File: src/rtl/cpu_pkg.sv
// Shared CPU datapath definitions.
//   mul_state_t       - sequencing states of the shift-and-add multiplier
//   MUL_WIDTH_DEFAULT - default multiplier operand width
package cpu_pkg;

  typedef enum logic [0:0] {
    IDLE = 1'b0,
    CALC = 1'b1
  } mul_state_t;

  localparam int unsigned MUL_WIDTH_DEFAULT = 8;

endpackage

File: src/rtl/fulladder.sv
// Single-bit full adder cell.
//   a, b  - addend bits
//   c_in  - carry in
//   sum   - sum bit
//   c_out - carry out
module fulladder (
  input  logic a,
  input  logic b,
  input  logic c_in,
  output logic sum,
  output logic c_out
);

  assign sum   = a ^ b ^ c_in;
  assign c_out = (a & b) | (c_in & (a ^ b));

endmodule

File: src/rtl/ripple_adder.sv
// N-bit ripple-carry adder built from a chain of fulladder cells.
//   x, y  - N-bit addends
//   c_in  - carry into bit 0
//   sum   - N-bit sum
//   c_out - carry out of bit N-1
module ripple_adder #(
  parameter int unsigned N = 16
) (
  input  logic [N-1:0] x,
  input  logic [N-1:0] y,
  input  logic         c_in,
  output logic [N-1:0] sum,
  output logic         c_out
);

  // carry[i] feeds bit i; carry[N] is the final carry out
  logic [N:0] carry;

  assign carry[0] = c_in;
  assign c_out    = carry[N];

  for (genvar i = 0; i < N; i++) begin : g_bit
    fulladder u_fa (
      .a     (x[i]),
      .b     (y[i]),
      .c_in  (carry[i]),
      .sum   (sum[i]),
      .c_out (carry[i+1])
    );
  end

endmodule

File: src/rtl/seq_multiplier.sv
// Multi-cycle unsigned shift-and-add multiplier.
// Takes exactly WIDTH cycles per multiply; one partial product is accumulated per cycle
// through a 2*WIDTH ripple adder.
//   clk     - clock, rising edge
//   rst_n   - asynchronous active-low reset
//   start   - request a multiply (sampled only when idle)
//   a, b    - unsigned multiplicand / multiplier, sampled with start
//   busy    - high while calculating
//   done    - one-cycle pulse when product has just updated
//   product - 2*WIDTH result register, held until the next completion
module seq_multiplier
  import cpu_pkg::*;
#(
  parameter int unsigned WIDTH = MUL_WIDTH_DEFAULT
) (
  input  logic                 clk,
  input  logic                 rst_n,
  input  logic                 start,
  input  logic [WIDTH-1:0]     a,
  input  logic [WIDTH-1:0]     b,
  output logic                 busy,
  output logic                 done,
  output logic [2*WIDTH-1:0]   product
);

  localparam int unsigned PW = 2 * WIDTH;
  localparam int unsigned CW = (WIDTH > 1) ? $clog2(WIDTH) : 1;
  localparam logic [CW-1:0] LAST_COUNT = CW'(WIDTH - 1);

  mul_state_t       state;
  logic [PW-1:0]    mcand;
  logic [WIDTH-1:0] mplier;
  logic [PW-1:0]    acc;
  logic [CW-1:0]    count;

  logic [PW-1:0]    addend;
  logic [PW-1:0]    acc_next;
  // The product always fits in 2*WIDTH bits, so the final carry is never set.
  logic             unused_c_out;

  assign addend = mplier[0] ? mcand : '0;

  ripple_adder #(
    .N (PW)
  ) u_adder (
    .x     (acc),
    .y     (addend),
    .c_in  (1'b0),
    .sum   (acc_next),
    .c_out (unused_c_out)
  );

  assign busy = (state == CALC);

  always_ff @(posedge clk or negedge rst_n) begin
    if (!rst_n) begin
      state   <= IDLE;
      mcand   <= '0;
      mplier  <= '0;
      acc     <= '0;
      count   <= '0;
      done    <= 1'b0;
      product <= '0;
    end else begin
      case (state)
        IDLE: begin
          done <= 1'b0;
          if (start) begin
            mcand  <= {{WIDTH{1'b0}}, a};
            mplier <= b;
            acc    <= '0;
            count  <= '0;
            state  <= CALC;
          end
        end
        CALC: begin
          acc    <= acc_next;
          mcand  <= mcand << 1;
          mplier <= mplier >> 1;
          count  <= count + 1'b1;
          // No early exit: latency is fixed at WIDTH cycles regardless of operands.
          if (count == LAST_COUNT) begin
            product <= acc_next;
            done    <= 1'b1;
            state   <= IDLE;
          end else begin
            done <= 1'b0;
          end
        end
        default: begin
          state <= IDLE;
          done  <= 1'b0;
        end
      endcase
    end
  end

endmodule
File: config.mk
export PLATFORM = sky130hd
export DESIGN_NAME = seq_multiplier
export DESIGN_NICKNAME = d
export VERILOG_FILES = /design/src/rtl/cpu_pkg.sv /design/src/rtl/fulladder.sv /design/src/rtl/ripple_adder.sv /design/src/rtl/seq_multiplier.sv
export SDC_FILE = /design/constraint.sdc
export NUM_CORES = 1
export LEC_CHECK = 0
export CORE_ASPECT_RATIO = 0.8
export CORE_MARGIN = 3
export CORE_UTILIZATION = 40
export CTS_CLUSTER_SIZE = 12
export DETAILED_ROUTE_END_ITERATION = 8
export SYNTH_ARGS = -nofsm -noshare
export SYNTH_HDL_FRONTEND = slang
export SYNTH_HIERARCHICAL = 1
export SYNTH_SLANG_ARGS = --single-unit
File: constraint.sdc
create_clock -name clk -period 9.7 [get_ports clk]
set_input_delay 2.91 -clock clk [delete_from_list [all_inputs] [get_ports clk]]
set_output_delay 2.91 -clock clk [all_outputs]
set_load 0.01 [all_outputs]
==> impl_summary.md <==
Run status
The run finished with clean final reports.

CTS
Buffers inserted during clock tree synthesis total 9. The total clock sinks is 61. The number of buffers inserted to repair setup after CTS is 0. The clock slew at the register clock pins of the worst setup and hold paths is around 0.060 ns.

The clock network latency to the later pin of the worst-skew pair is about 0.34 ns. TritonCTS built the clock tree. The H-tree depth is 3. Post-CTS repair changed the size of 0 cells. Counting along the longest clock path gives a buffer depth of 2.

The count of hold buffers inserted by post-cts repair is 0. The root buffer cell is clkbuf_8.

Detailed routing
For this block, the via count after detailed routing is ~1700. Before antenna repair, the detailed router went through 4 iterations. The count of nets left with antenna violations once routing finished came out at 0. The average routed wire per standard cell is between 10 and 15 µm.

The number of vias per cell is around 5. In the routed design, unresolved DRC markers number 0. The starting DRC count in detailed routing is around 110. The wire length reported by the detailed router is a little over 5000 µm.

STA
At the pin with the least slew margin, the transition time is between 0.7 and 0.8 ns. The clock skew is 0.00905 ns. Setup repair after global routing left no endpoint under its margin. The relative slew slack is about half.

The routed design could run at a clock period as short as 7.49 ns. The total negative slack for setup checks is 0 ns. Static timing analysis puts the maximum clock frequency at 0.134 GHz. The minimum hold slack is around 0.5 ns.

Dividing the final minimum period by the clock period gives 77.2%. The number of hold violations in the final report was 0. The final number of max-transition violations was 0.

The final setup violation count is 0.

Critical path
The sum of buffers and inverters on the critical path is 0. The largest individual stage delay along the critical path comes from the cell dfrtp_1. At the worst endpoint, the arrival time is around 7.7 ns. Traced cell by cell, the critical path runs through and2_1, fa_1, fa_1, fa_1, fa_1, fa_1, fa_1, fa_1, fa_1, fa_1, fa_1, fa_1, fa_1, fa_1, fa_1, fa_1, fa_1, mux2_2. Counting stages on the worst path, the most repeated cell is fa_1. For this run, the slowest stage of the critical path takes slightly above 0.5 ns. STA classifies the critical path startpoint as a flip-flop. The category of the most critical setup path is reg -> reg. The worst reg-to-reg setup slack is 2.21 ns.

At the worst endpoint, the required time is 9.92 ns. The cell family contributing the most delay on the critical path is adder cells. The worst-path maximum fanout is 17. The worst setup path is captured at a flip-flop.

Finish
For this run, the share of the core covered by cells in the final layout is 52.9%. The layout net count is 292. The signed area change from the synthesized netlist to the final layout is 23.1%. With fillers left out, the area of the finished cells amounts to approximately 3500 µm². The diode insertion count for antenna repair is 0.

Leaving out fill and tap cells, the most frequent cells in the layout are dfrtp_1 (60), clkdlybuf4s50_1 (35), nand2_1 (21), o21ai_0 (21), a22o_1 (19). The ratio of cells with drive above 1 in the final layout is about 15%. The most frequent standard cell in the layout excluding fill and tap cells is dfrtp_1.

Synthesis
Summed over all instances, the cell type with the most area after synthesis is dfrtp_1. The cell area after technology mapping is about 2900 µm². The number of warnings issued by yosys is 6. Yosys attributes the largest share of cell area to dfrtp_1 (53%), fa_1 (11%), mux2i_1 (5.9%). After synthesis, the netlist uses 20 different library cells. The total nets after synthesis is 255. The sequential area share after synthesis is between 50% and 60%. The count of mapped cells out of synthesis is around 220. The area fraction of the dominant cell type after synthesis is around 53%. The synthesized flop and latch total is around 60. After synthesis, the mean cell area works out to 13.1 µm².

GRT
The wire length of the first global-routing pass is roughly 9000 µm. The number of global-route vias before repair is 1754. The initial antenna violation count is 0. In the global route stage, overall resource usage came out at between 10 and 15%. The total overflow left after global routing is 0. The largest net degree at the start of global routing is 69.

Placement
The estimated wirelength of the detail-placed design is 3340 µm. The placement-stage cell area is 3280 µm². Routability-driven placement finished with a final weighted congestion of about 0.73. The number of buffer cells added on primary ports is 36.

Die
The total core area is roughly 6700 µm². The chip height is between 80 and 90 µm. The die is about 100 µm wide.

The die footprint is ~8000 µm². The count of boundary I/O pins is 37. The number of cell rows is 26. Once the floorplan was initialized, standard cells occupied 43.0% of the core.

Pwr
The net switching power figure is approximately 0.33 mW. The combinational cell fraction of total power is around a third. The highest ir drop seen on vdd is 0.000113 V. The internal power is approximately 0.77 mW. Of the total power, registers draw 39.8%.

Net switching is a little under a third of the power. The clock network power share is between 20% and 30%. For this design the ratio of total power to cell area is between 300 and 400 nW/µm². For this design the static power due to leakage is between 1.5 and 2 nW. After layout, the design draws a total of around 1.1 mW.

Min path
The kind of path behind the tightest hold check is reg -> reg.

Run
Across the run, the number of max-cap violations was 0.
path summary, 6_finish.rpt:
kind                           start           to  depth (start not counted)
min in group asynchronous      rst_n         done                          2
hold / removal             mplier[2]    mplier[1]                          2
setup / recovery           mplier[0]  product[15]                         18
hold reg to reg            mplier[2]    mplier[1]                          2
max in group asynchronous      rst_n         busy                          2
setup reg to reg           mplier[0]  product[15]                         18
logic make-up after synthesis:
logic type               Yosys count  share of synthesized area [%]
AND/OR/NAND/NOR                   49                           8.60
AO/OA/AOI/OAI                     41                           9.65
flip-flops                        61                           53.3
multiplexers                      33                           13.4
buffers and inverters             15                           2.92
other                              1                          0.131
adder cells (fa/ha/maj)           18                           12.0
power groups by stage:
stage	Combinational, mW	Clock [mW]	Sequential (mW)
floorplan	0.258	0	0.438
global placement	0.382	0	0.441
detailed placement	0.391	0	0.443
CTS	0.390	0.287	0.441
global route	0.429	0.300	0.456
finish	0.382	0.280	0.438
worst register-to-register path, delay by kind of cell (launching register included):
| kind | cells | cell delay, ns |
|---|---|---|
| AND/OR/NAND/NOR | 1 | 0.24 |
| flip-flops | 1 | 0.51 |
| multiplexers | 1 | 0.27 |
| adder cells (fa/ha/maj) | 16 | 6.35 |
sequential cells by signal, indices dropped and copies added (netlist names):
register	cells
product	16
mplier	8
mcand	16
count	3
acc	16
done	1
busy	1
Yosys cell counts (all sizes together):
master  instances
a21oi           1
a22o           19
and2           16
buf            13
clkbuf          1
conb            1
dfrtp          61
fa             16
ha              2
inv             1
mux2           16
mux2i          17
nand2          22
nand2b          8
nor2            3
o21ai          21
routing by layer:
metal  part of all wire (%)  routed length (µm)  vias to the layer above  track usage (%)
li1                       -                   -                      812                -
met1                     52                2660                      817             20.5
met2                     41                2080                       40             19.1
met3                    5.4                 276                        7             4.92
met4                    1.6                  82                        0             6.86
met5                      0                   0                        -                0
through the flow:
step	setup slack [ns]	cells
2_1_floorplan	2.59	218
3_3_place_gp	2.31	328
3_5_place_dp	2.22	328
4_1_cts	2.20	344
5_1_grt	1.95	344
6_report	2.21	344
area by class of cell:
type	count	area, µm²
Clock buffer	12	155
Clock inverter	4	95.1
Fill cell	598	3140
Inverter	1	3.75
Multi-Input combinational cell	142	1260
Sequential cell	61	1530
Tap cell	84	105
Timing Repair Buffer	40	385
Power figures use the tool's default switching activity.
